$ cat config.mk
export PLATFORM = sky130hd
export DESIGN_NAME = uart_rx_deframer_flat
export DESIGN_NICKNAME = d
export VERILOG_FILES = /design/src/rtl/uart_pkg.sv /design/src/rtl/uart_rx_deframer_if.sv /design/src/rtl/uart_baud_tick.sv /design/src/rtl/uart_rx_deframer.sv /design/src/flat_wrapper.sv
export SDC_FILE = /design/constraint.sdc
export NUM_CORES = 1
export LEC_CHECK = 0
export BUFFER_PORTS_ARGS = -buffer_cell sky130_fd_sc_hd__buf_2
export CAP_MARGIN = 5
export CORE_AREA = 2 2 87 110
export CTS_BUF_LIST = sky130_fd_sc_hd__clkbuf_2 sky130_fd_sc_hd__clkbuf_4 sky130_fd_sc_hd__clkbuf_8
export CTS_CLUSTER_SIZE = 40
export DETAILED_ROUTE_END_ITERATION = 8
export DIE_AREA = 0 0 89 112
export GPL_ROUTABILITY_DRIVEN = 0
export PLACE_DENSITY = 0.45
export SETUP_SLACK_MARGIN = 0.3
export SLEW_MARGIN = 10
export SYNTH_ARGS = -nofsm -noshare
export SYNTH_HDL_FRONTEND = slang
export SYNTH_SLANG_ARGS = --single-unit
$ cat constraint.sdc
create_clock -name SysClk -period 3.58 [get_ports SysClk]
set_input_delay 0.716 -clock SysClk [delete_from_list [all_inputs] [get_ports SysClk]]
set_output_delay 0.716 -clock SysClk [all_outputs]
set_load 0.02 [all_outputs]
$ cat src/rtl/uart_pkg.sv
`default_nettype none
// ============================================================================
// uart_pkg : shared UART types, error-flag indices and parity helper
// Rev 1.0
// ============================================================================
package uart_pkg;

  typedef enum logic [2:0] {
    IDLE   = 3'd0,
    START  = 3'd1,
    DATA   = 3'd2,
    PARITY = 3'd3,
    STOP   = 3'd4,
    DONE   = 3'd5,
    BRK    = 3'd6
  } rx_state_t;

  localparam int ERR_BREAK  = 0;
  localparam int ERR_PARITY = 1;
  localparam int ERR_FRAME  = 2;

  // XOR of the low n bits; equals the even-parity bit the transmitter appends.
  function automatic logic even_parity(logic [7:0] d, int n);
    logic p;
    p = 1'b0;
    for (int i = 0; i < 8; i++) begin
      if (i < n) p = p ^ d[i];
    end
    return p;
  endfunction

endpackage
`default_nettype wire

$ cat src/rtl/uart_rx_deframer_if.sv
`default_nettype none
// ============================================================================
// uart_rx_deframer_if : serial line, flow control and FIFO push bundle
// Rev 1.0
// ============================================================================
interface uart_rx_deframer_if #(
  parameter int DATA_BITS = 8
) ();
  logic                 Rx;
  logic                 FIFO_Full;
  logic                 RTS;
  logic [DATA_BITS-1:0] Data_Out;
  logic                 Data_Valid;
  logic [2:0]           Rx_Error;
  logic                 Overrun;

  modport master (
    input  Rx, FIFO_Full,
    output RTS, Data_Out, Data_Valid, Rx_Error, Overrun
  );

  modport slave (
    output Rx, FIFO_Full,
    input  RTS, Data_Out, Data_Valid, Rx_Error, Overrun
  );
endinterface
`default_nettype wire

$ cat src/rtl/uart_baud_tick.sv
`default_nettype none
// ============================================================================
// uart_baud_tick : free-running divider producing a one-cycle sample tick
// Rev 1.0
// ============================================================================
module uart_baud_tick #(
  parameter int DIV = 651
) (
  input  logic SysClk,
  input  logic Rst_n,
  input  logic i_restart,
  output logic o_tick
);
  localparam int c_w = (DIV > 1) ? $clog2(DIV) : 1;
  localparam logic [c_w-1:0] c_last = c_w'(DIV - 1);

  logic [c_w-1:0] r_cnt;

  always_ff @(posedge SysClk or negedge Rst_n) begin
    if (!Rst_n) begin
      r_cnt <= '0;
    end else if (i_restart || (r_cnt == c_last)) begin
      r_cnt <= '0;
    end else begin
      r_cnt <= r_cnt + c_w'(1);
    end
  end

  assign o_tick = (r_cnt == c_last);
endmodule
`default_nettype wire

$ cat src/rtl/uart_rx_deframer.sv
`default_nettype none
// ============================================================================
// uart_rx_deframer : oversampling UART receiver, one FIFO push per frame
// Rev 1.0
// ============================================================================
module uart_rx_deframer
  import uart_pkg::*;
#(
  parameter int SYSCLK_RATE = 100000000,
  parameter int BAUD_RATE   = 9600,
  parameter int DATA_BITS   = 8,
  parameter int PARITY_BIT  = 1,
  parameter int STOP_BITS   = 2,
  parameter int OVERSAMPLE  = 16
) (
  input  logic               SysClk,
  input  logic               Rst_n,
  uart_rx_deframer_if.master bus
);
  localparam int c_div  = SYSCLK_RATE / (BAUD_RATE * OVERSAMPLE);
  localparam int c_osw  = $clog2(OVERSAMPLE);
  localparam int c_bmax = (DATA_BITS > STOP_BITS) ? DATA_BITS : STOP_BITS;
  localparam int c_bcw  = $clog2(c_bmax + 1);
  localparam logic [c_osw-1:0] c_os_s0   = c_osw'(OVERSAMPLE / 2 - 1);
  localparam logic [c_osw-1:0] c_os_s1   = c_osw'(OVERSAMPLE / 2);
  localparam logic [c_osw-1:0] c_os_s2   = c_osw'(OVERSAMPLE / 2 + 1);
  localparam logic [c_osw-1:0] c_os_last = c_osw'(OVERSAMPLE - 1);
  localparam logic [c_bcw-1:0] c_data_last = c_bcw'(DATA_BITS - 1);
  localparam logic [c_bcw-1:0] c_stop_last = c_bcw'(STOP_BITS - 1);

  rx_state_t            r_state;
  logic [1:0]           r_sync;
  logic                 r_rx_prev;
  logic [c_osw-1:0]     r_os_cnt;
  logic [c_bcw-1:0]     r_bit_cnt;
  logic [DATA_BITS-1:0] r_shift;
  logic                 r_s0, r_s1, r_par_bit, r_nonzero, r_frame_err;
  logic                 r_rts, r_data_valid, r_overrun;
  logic [DATA_BITS-1:0] r_data_out;
  logic [2:0]           r_rx_error;

  logic       w_rx, w_fall, w_restart, w_tick, w_vote, w_mid, w_end;
  logic       w_brk, w_par_err;
  logic [2:0] w_err;

  always_ff @(posedge SysClk or negedge Rst_n) begin
    if (!Rst_n) begin
      r_sync    <= 2'b11;
      r_rx_prev <= 1'b1;
    end else begin
      r_sync    <= {r_sync[0], bus.Rx};
      r_rx_prev <= r_sync[1];
    end
  end

  assign w_rx      = r_sync[1];
  assign w_fall    = r_rx_prev & ~w_rx;
  assign w_restart = (r_state == IDLE) && w_fall;

  uart_baud_tick #(.DIV(c_div)) u_tick (
    .SysClk    (SysClk),
    .Rst_n     (Rst_n),
    .i_restart (w_restart),
    .o_tick    (w_tick)
  );

  // The third sample is the live synchronised value at the vote tick.
  assign w_vote = (r_s0 & r_s1) | (r_s0 & w_rx) | (r_s1 & w_rx);
  assign w_mid  = w_tick && (r_os_cnt == c_os_s2);
  assign w_end  = w_tick && (r_os_cnt == c_os_last);

  assign w_brk     = ~(r_nonzero | w_vote);
  assign w_par_err = (PARITY_BIT != 0) && (even_parity(8'(r_shift), DATA_BITS) != r_par_bit);

  always_comb begin
    w_err = 3'b000;
    if (w_brk) begin
      w_err[ERR_BREAK] = 1'b1;
    end else begin
      w_err[ERR_PARITY] = w_par_err;
      w_err[ERR_FRAME]  = r_frame_err | ~w_vote;
    end
  end

  always_ff @(posedge SysClk or negedge Rst_n) begin
    if (!Rst_n) begin
      r_state      <= IDLE;
      r_os_cnt     <= '0;
      r_bit_cnt    <= '0;
      r_shift      <= '0;
      r_s0         <= 1'b0;
      r_s1         <= 1'b0;
      r_par_bit    <= 1'b0;
      r_nonzero    <= 1'b0;
      r_frame_err  <= 1'b0;
      r_rts        <= 1'b0;
      r_data_valid <= 1'b0;
      r_overrun    <= 1'b0;
      r_data_out   <= '0;
      r_rx_error   <= 3'b000;
    end else begin
      r_rts        <= ~bus.FIFO_Full;
      r_data_valid <= 1'b0;
      r_overrun    <= 1'b0;
      if (w_tick) begin
        if (r_os_cnt == c_os_s0) r_s0 <= w_rx;
        if (r_os_cnt == c_os_s1) r_s1 <= w_rx;
        r_os_cnt <= (r_os_cnt == c_os_last) ? '0 : r_os_cnt + c_osw'(1);
      end
      case (r_state)
        IDLE: begin
          if (w_fall) begin
            r_state     <= START;
            r_os_cnt    <= '0;
            r_bit_cnt   <= '0;
            r_nonzero   <= 1'b0;
            r_frame_err <= 1'b0;
          end
        end
        START: begin
          if (w_mid && w_vote)  r_state <= IDLE;
          else if (w_end)       r_state <= DATA;
        end
        DATA: begin
          if (w_mid) begin
            r_shift   <= (r_shift << 1) | DATA_BITS'(w_vote);
            r_nonzero <= r_nonzero | w_vote;
          end
          if (w_end) begin
            if (r_bit_cnt == c_data_last) begin
              r_bit_cnt <= '0;
              r_state   <= (PARITY_BIT != 0) ? PARITY : STOP;
            end else begin
              r_bit_cnt <= r_bit_cnt + c_bcw'(1);
            end
          end
        end
        PARITY: begin
          if (w_mid) begin
            r_par_bit <= w_vote;
            r_nonzero <= r_nonzero | w_vote;
          end
          if (w_end) r_state <= STOP;
        end
        STOP: begin
          if (w_mid && (r_bit_cnt == c_stop_last)) begin
            // Frame decided at the last stop-bit centre; push lands next cycle.
            r_state  <= w_brk ? BRK : DONE;
            r_os_cnt <= '0;
            if (bus.FIFO_Full) begin
              r_overrun <= 1'b1;
            end else begin
              r_data_valid <= 1'b1;
              r_data_out   <= w_brk ? '0 : r_shift;
              r_rx_error   <= w_err;
            end
          end else if (w_mid) begin
            r_frame_err <= r_frame_err | ~w_vote;
            r_nonzero   <= r_nonzero | w_vote;
          end else if (w_end) begin
            r_bit_cnt <= r_bit_cnt + c_bcw'(1);
          end
        end
        DONE: r_state <= IDLE;
        BRK: begin
          // Leave only after a full bit time of continuous idle-high line.
          if (!w_rx)      r_os_cnt <= '0;
          else if (w_end) r_state  <= IDLE;
        end
        default: r_state <= IDLE;
      endcase
    end
  end

  assign bus.RTS        = r_rts;
  assign bus.Data_Out   = r_data_out;
  assign bus.Data_Valid = r_data_valid;
  assign bus.Rx_Error   = r_rx_error;
  assign bus.Overrun    = r_overrun;
endmodule
`default_nettype wire
$ cat src/flat_wrapper.sv
// flat-port wrapper written by rule: the top's interface ports become plain ports
module uart_rx_deframer_flat import uart_pkg::*;
#(
  parameter int SYSCLK_RATE = 100000000,
  parameter int BAUD_RATE   = 9600,
  parameter int DATA_BITS   = 8,
  parameter int PARITY_BIT  = 1,
  parameter int STOP_BITS   = 2,
  parameter int OVERSAMPLE  = 16
)
  (SysClk, Rst_n, bus_Rx, bus_FIFO_Full, bus_RTS, bus_Data_Out, bus_Data_Valid, bus_Rx_Error, bus_Overrun);
  uart_rx_deframer_if #(.DATA_BITS(DATA_BITS)) bus_i ();
  input  logic SysClk;
  input  logic Rst_n;
  input wire logic [$bits(bus_i.Rx)-1:0] bus_Rx;
  input wire logic [$bits(bus_i.FIFO_Full)-1:0] bus_FIFO_Full;
  output wire logic [$bits(bus_i.RTS)-1:0] bus_RTS;
  output wire logic [$bits(bus_i.Data_Out)-1:0] bus_Data_Out;
  output wire logic [$bits(bus_i.Data_Valid)-1:0] bus_Data_Valid;
  output wire logic [$bits(bus_i.Rx_Error)-1:0] bus_Rx_Error;
  output wire logic [$bits(bus_i.Overrun)-1:0] bus_Overrun;
  assign bus_i.Rx = bus_Rx;
  assign bus_i.FIFO_Full = bus_FIFO_Full;
  assign bus_RTS = bus_i.RTS;
  assign bus_Data_Out = bus_i.Data_Out;
  assign bus_Data_Valid = bus_i.Data_Valid;
  assign bus_Rx_Error = bus_i.Rx_Error;
  assign bus_Overrun = bus_i.Overrun;
  uart_rx_deframer #(.SYSCLK_RATE(SYSCLK_RATE), .BAUD_RATE(BAUD_RATE), .DATA_BITS(DATA_BITS), .PARITY_BIT(PARITY_BIT), .STOP_BITS(STOP_BITS), .OVERSAMPLE(OVERSAMPLE)) u_core (.SysClk(SysClk), .Rst_n(Rst_n), .bus(bus_i));
endmodule
==> results.toml <==
[grt]
grt_pass1_vias = 1788
gr-total-overflow = 0
grt_max_degree = 30
antenna_found_initial = 0
grt_usage_pct = 11.1
grt_pass1_wl_um = 8740

[routing]
vias = 1800
wl_per_cell_um = 12.8
firstDrtPassIters = 4
drt_wl_total_um = 5060
ant_nets = 0
drt_iter0_drc = 62
vias_per_cell = 4.55
route.detailed.drc = 0

[synth]
synth_top_family_by_area = "simple AND/OR/NAND/NOR gates"
synthMuxAreaShare_pct = 6.50
syn_nets = 265
synth-compound-area-share_pct = 12.0
ys_warn_count = 0
ys_ff_latch = 51
synthFlopType = "dfrtp_1"
syn_area_mm2 = 0.00262
yosys.area_share.simple_pct = 19.9
synth_edf_count = 0
synth_area_per_cell_um2 = 10.3
synth_fa_ha_area_share_pct = 3.73
seq_area_frac_synth_pct = 48.9
async_flop_share_pct = 100
synth_xor_area_share_pct = 6.02
synthDistinctLibCells = 52
postSynthCellCount = 254

[worst_setup_path]
start_kind = "flip-flop"
endpoint_kind = "flip-flop"
criticalPathCategory = "flip-flop to flip-flop"
crit_arrival_ns = 2.89
crit_family = "simple AND/OR/NAND/NOR gates"
path_cells = "or4b_4 > nor4_4 > buf_4 > nand4_1 > mux2_2"
max_stage_delay_ns = 0.60
path_buf_inv = 1
slowest_stage = "or4b_4"
required_ns = 3.77
crit_fanout = 21

[floorplanning]
die_x_um = 89
rows = 39
die_h_um = 112
die_area_mm2 = 0.00997
coreArea_mm2 = 0.00898
initial_core_util_pct = 29.2
ioPinCount = 18

[clocking]
cts_resized = 0
clk_pin_slew_worst_paths_ns = 0.09
cts_inserted_buffers = 5
clockBufferDepth = 2
cts_sinks = 51
h-tree-depth = 2
cts_tree = "yes"
hold_buffers = 0
cts_setup_buffers = 0
cts_root_buf = "clkbuf_8"
clkLatencyLatePin_ns = 0.31

[sta]
setup_slack_ns = 0.883
period_needed_ns = 2.70
rsz0062_at_grt = "false"
slew_viol_final = 0
fin_skew_ns = 0.00790
setup_viol = 0
tightest_slew_ns = 0.704
hold_violations = 0
finalSetupTns_ns = 0
fin_crit_sh_pct = 75.3
slew-limit-headroom_pct = 52.9
fmax_mhz = 371

[finish]
nFillCells = 978
drive_above_1_share_pct = 20.5
final_nets = 283
area_growth_pct = 12.8
n_antenna_cell = 0

[status]
outcome = "finished clean"

[power_and_ir_drop]
ir_drop_v = 0.000180
leakage_nw = 1.34
power_density_mw_per_mm2 = 471

[placement]
place_hpwl_um = 3710
portBuffers = 17
dpl_worst_slack_ns = 0.861

[run]
max-cap-violations = 0

[min_path]
hold_path_class = "flip-flop to flip-flop"
## power breakdown
part | leakage (nW) | internal (mW) | switching [mW]
Combinational | 0.598 | 0.111 | 0.140
Sequential | 0.680 | 0.634 | 0.0987
Clock | 0.0581 | 0.208 | 0.198
Total | 1.34 | 0.953 | 0.437
## logic make-up after synthesis
group	Yosys count
xor+xnor	18
mux	15
compound gates	52
simple gates	91
fa+ha+maj	8
flops	51
buf+inv	19
## layout make-up
class	instances	area (um^2)	area share [%]
Sequential cell	51	1280	43.3
Multi-Input combinational cell	184	1260	42.7
Tap cell	123	154	5.21
Timing Repair Buffer	20	108	3.64
Clock buffer	5	68.8	2.33
Clock inverter	3	43.8	1.48
Inverter	10	37.5	1.27
## worst paths after layout
check | from | to | slack, ns | cells past startpoint
worst max-delay path | u_core.u_tick.r_cnt[5] | u_core.bus.Rx_Error[0] | 0.88 | 5
max in group asynchronous | Rst_n | u_core.r_rx_prev | 2.40 | 2
worst min register to register | u_core.r_sync[0] | u_core.r_sync[1] | 0.37 | 0
worst max register to register | u_core.u_tick.r_cnt[5] | u_core.bus.Rx_Error[0] | 0.88 | 5
worst min-delay path | u_core.r_sync[0] | u_core.r_sync[1] | 0.37 | 0
min in group asynchronous | Rst_n | u_core.u_tick.r_cnt[2] | 0.38 | 1
## synthesized netlist by cell type (3+ instances only)
master	n	area (um^2)
a211o_1	3	26.3
a21oi_1	11	55.1
clkbuf_1	6	22.5
dfrtp_1	48	1200
dfstp_2	3	78.8
ha_1	7	87.6
inv_1	10	37.5
mux2_2	12	135
nand2_1	27	101
nand3_1	8	40.0
nand3b_1	3	22.5
nand4_1	3	18.8
nor2_1	19	71.3
nor2b_1	3	18.8
nor3_1	4	20.0
o21ai_0	24	120
o31ai_1	3	22.5
or3_1	3	18.8
xnor2_1	11	96.3
xor2_1	7	61.3
## layer usage
layer	vias up	track usage, %	part of all wire (%)
li1	925	-	-
met1	852	14.3	45
met2	17	18.5	51
met3	6	2.22	2.6
met4	0	3.58	1.4
met5	-	0	0
## registers in the layout, summed over array words and instances, names as in the netlist
register               count
u_core.r_s1                1
u_core.bus.Overrun         1
u_core.bus.Data_Out        8
u_core.bus.RTS             1
u_core.r_s0                1
u_core.r_bit_cnt           4
u_core.u_tick.r_cnt       10
u_core.bus.Data_Valid      1
u_core.r_shift             8
u_core.r_frame_err         1
u_core.r_os_cnt            4
u_core.r_par_bit           1
u_core.r_state             3
u_core.r_sync              2
u_core.bus.Rx_Error        3
u_core.r_nonzero           1
u_core.r_rx_prev           1
## cells in the final DEF, fill, tap and decap left out, drive strengths merged, types with 4 or more instances in the layout
| cell | instances |
|---|---|
| mux2 | 13 |
| xnor2 | 11 |
| nor3 | 4 |
| inv | 10 |
| dfrtp | 48 |
| buf | 20 |
| nor2 | 19 |
| xor2 | 7 |
| ha | 7 |
| nand2 | 28 |
| o21ai | 25 |
| nand3 | 8 |
| a21oi | 12 |
| clkbuf | 5 |
| or3 | 4 |
## stage by stage
stage / total power [mW] / hold slack [ns] / instance area (um^2) / util [%] / cells
after floorplan: 0.926 / 0.345 / 2620 / - / 254
after global placement: 0.997 / 0.347 / 2840 / 31.6 / 388
after detailed placement: 0.999 / 0.354 / 2840 / 31.6 / 388
after CTS: 1.41 / 0.369 / 2950 / 32.9 / 396
after global routing: 1.50 / 0.373 / 2950 / 32.9 / 396
final: 1.39 / 0.366 / 2950 / 32.9 / 396
Note: power is estimated with default switching activity, not from simulation.
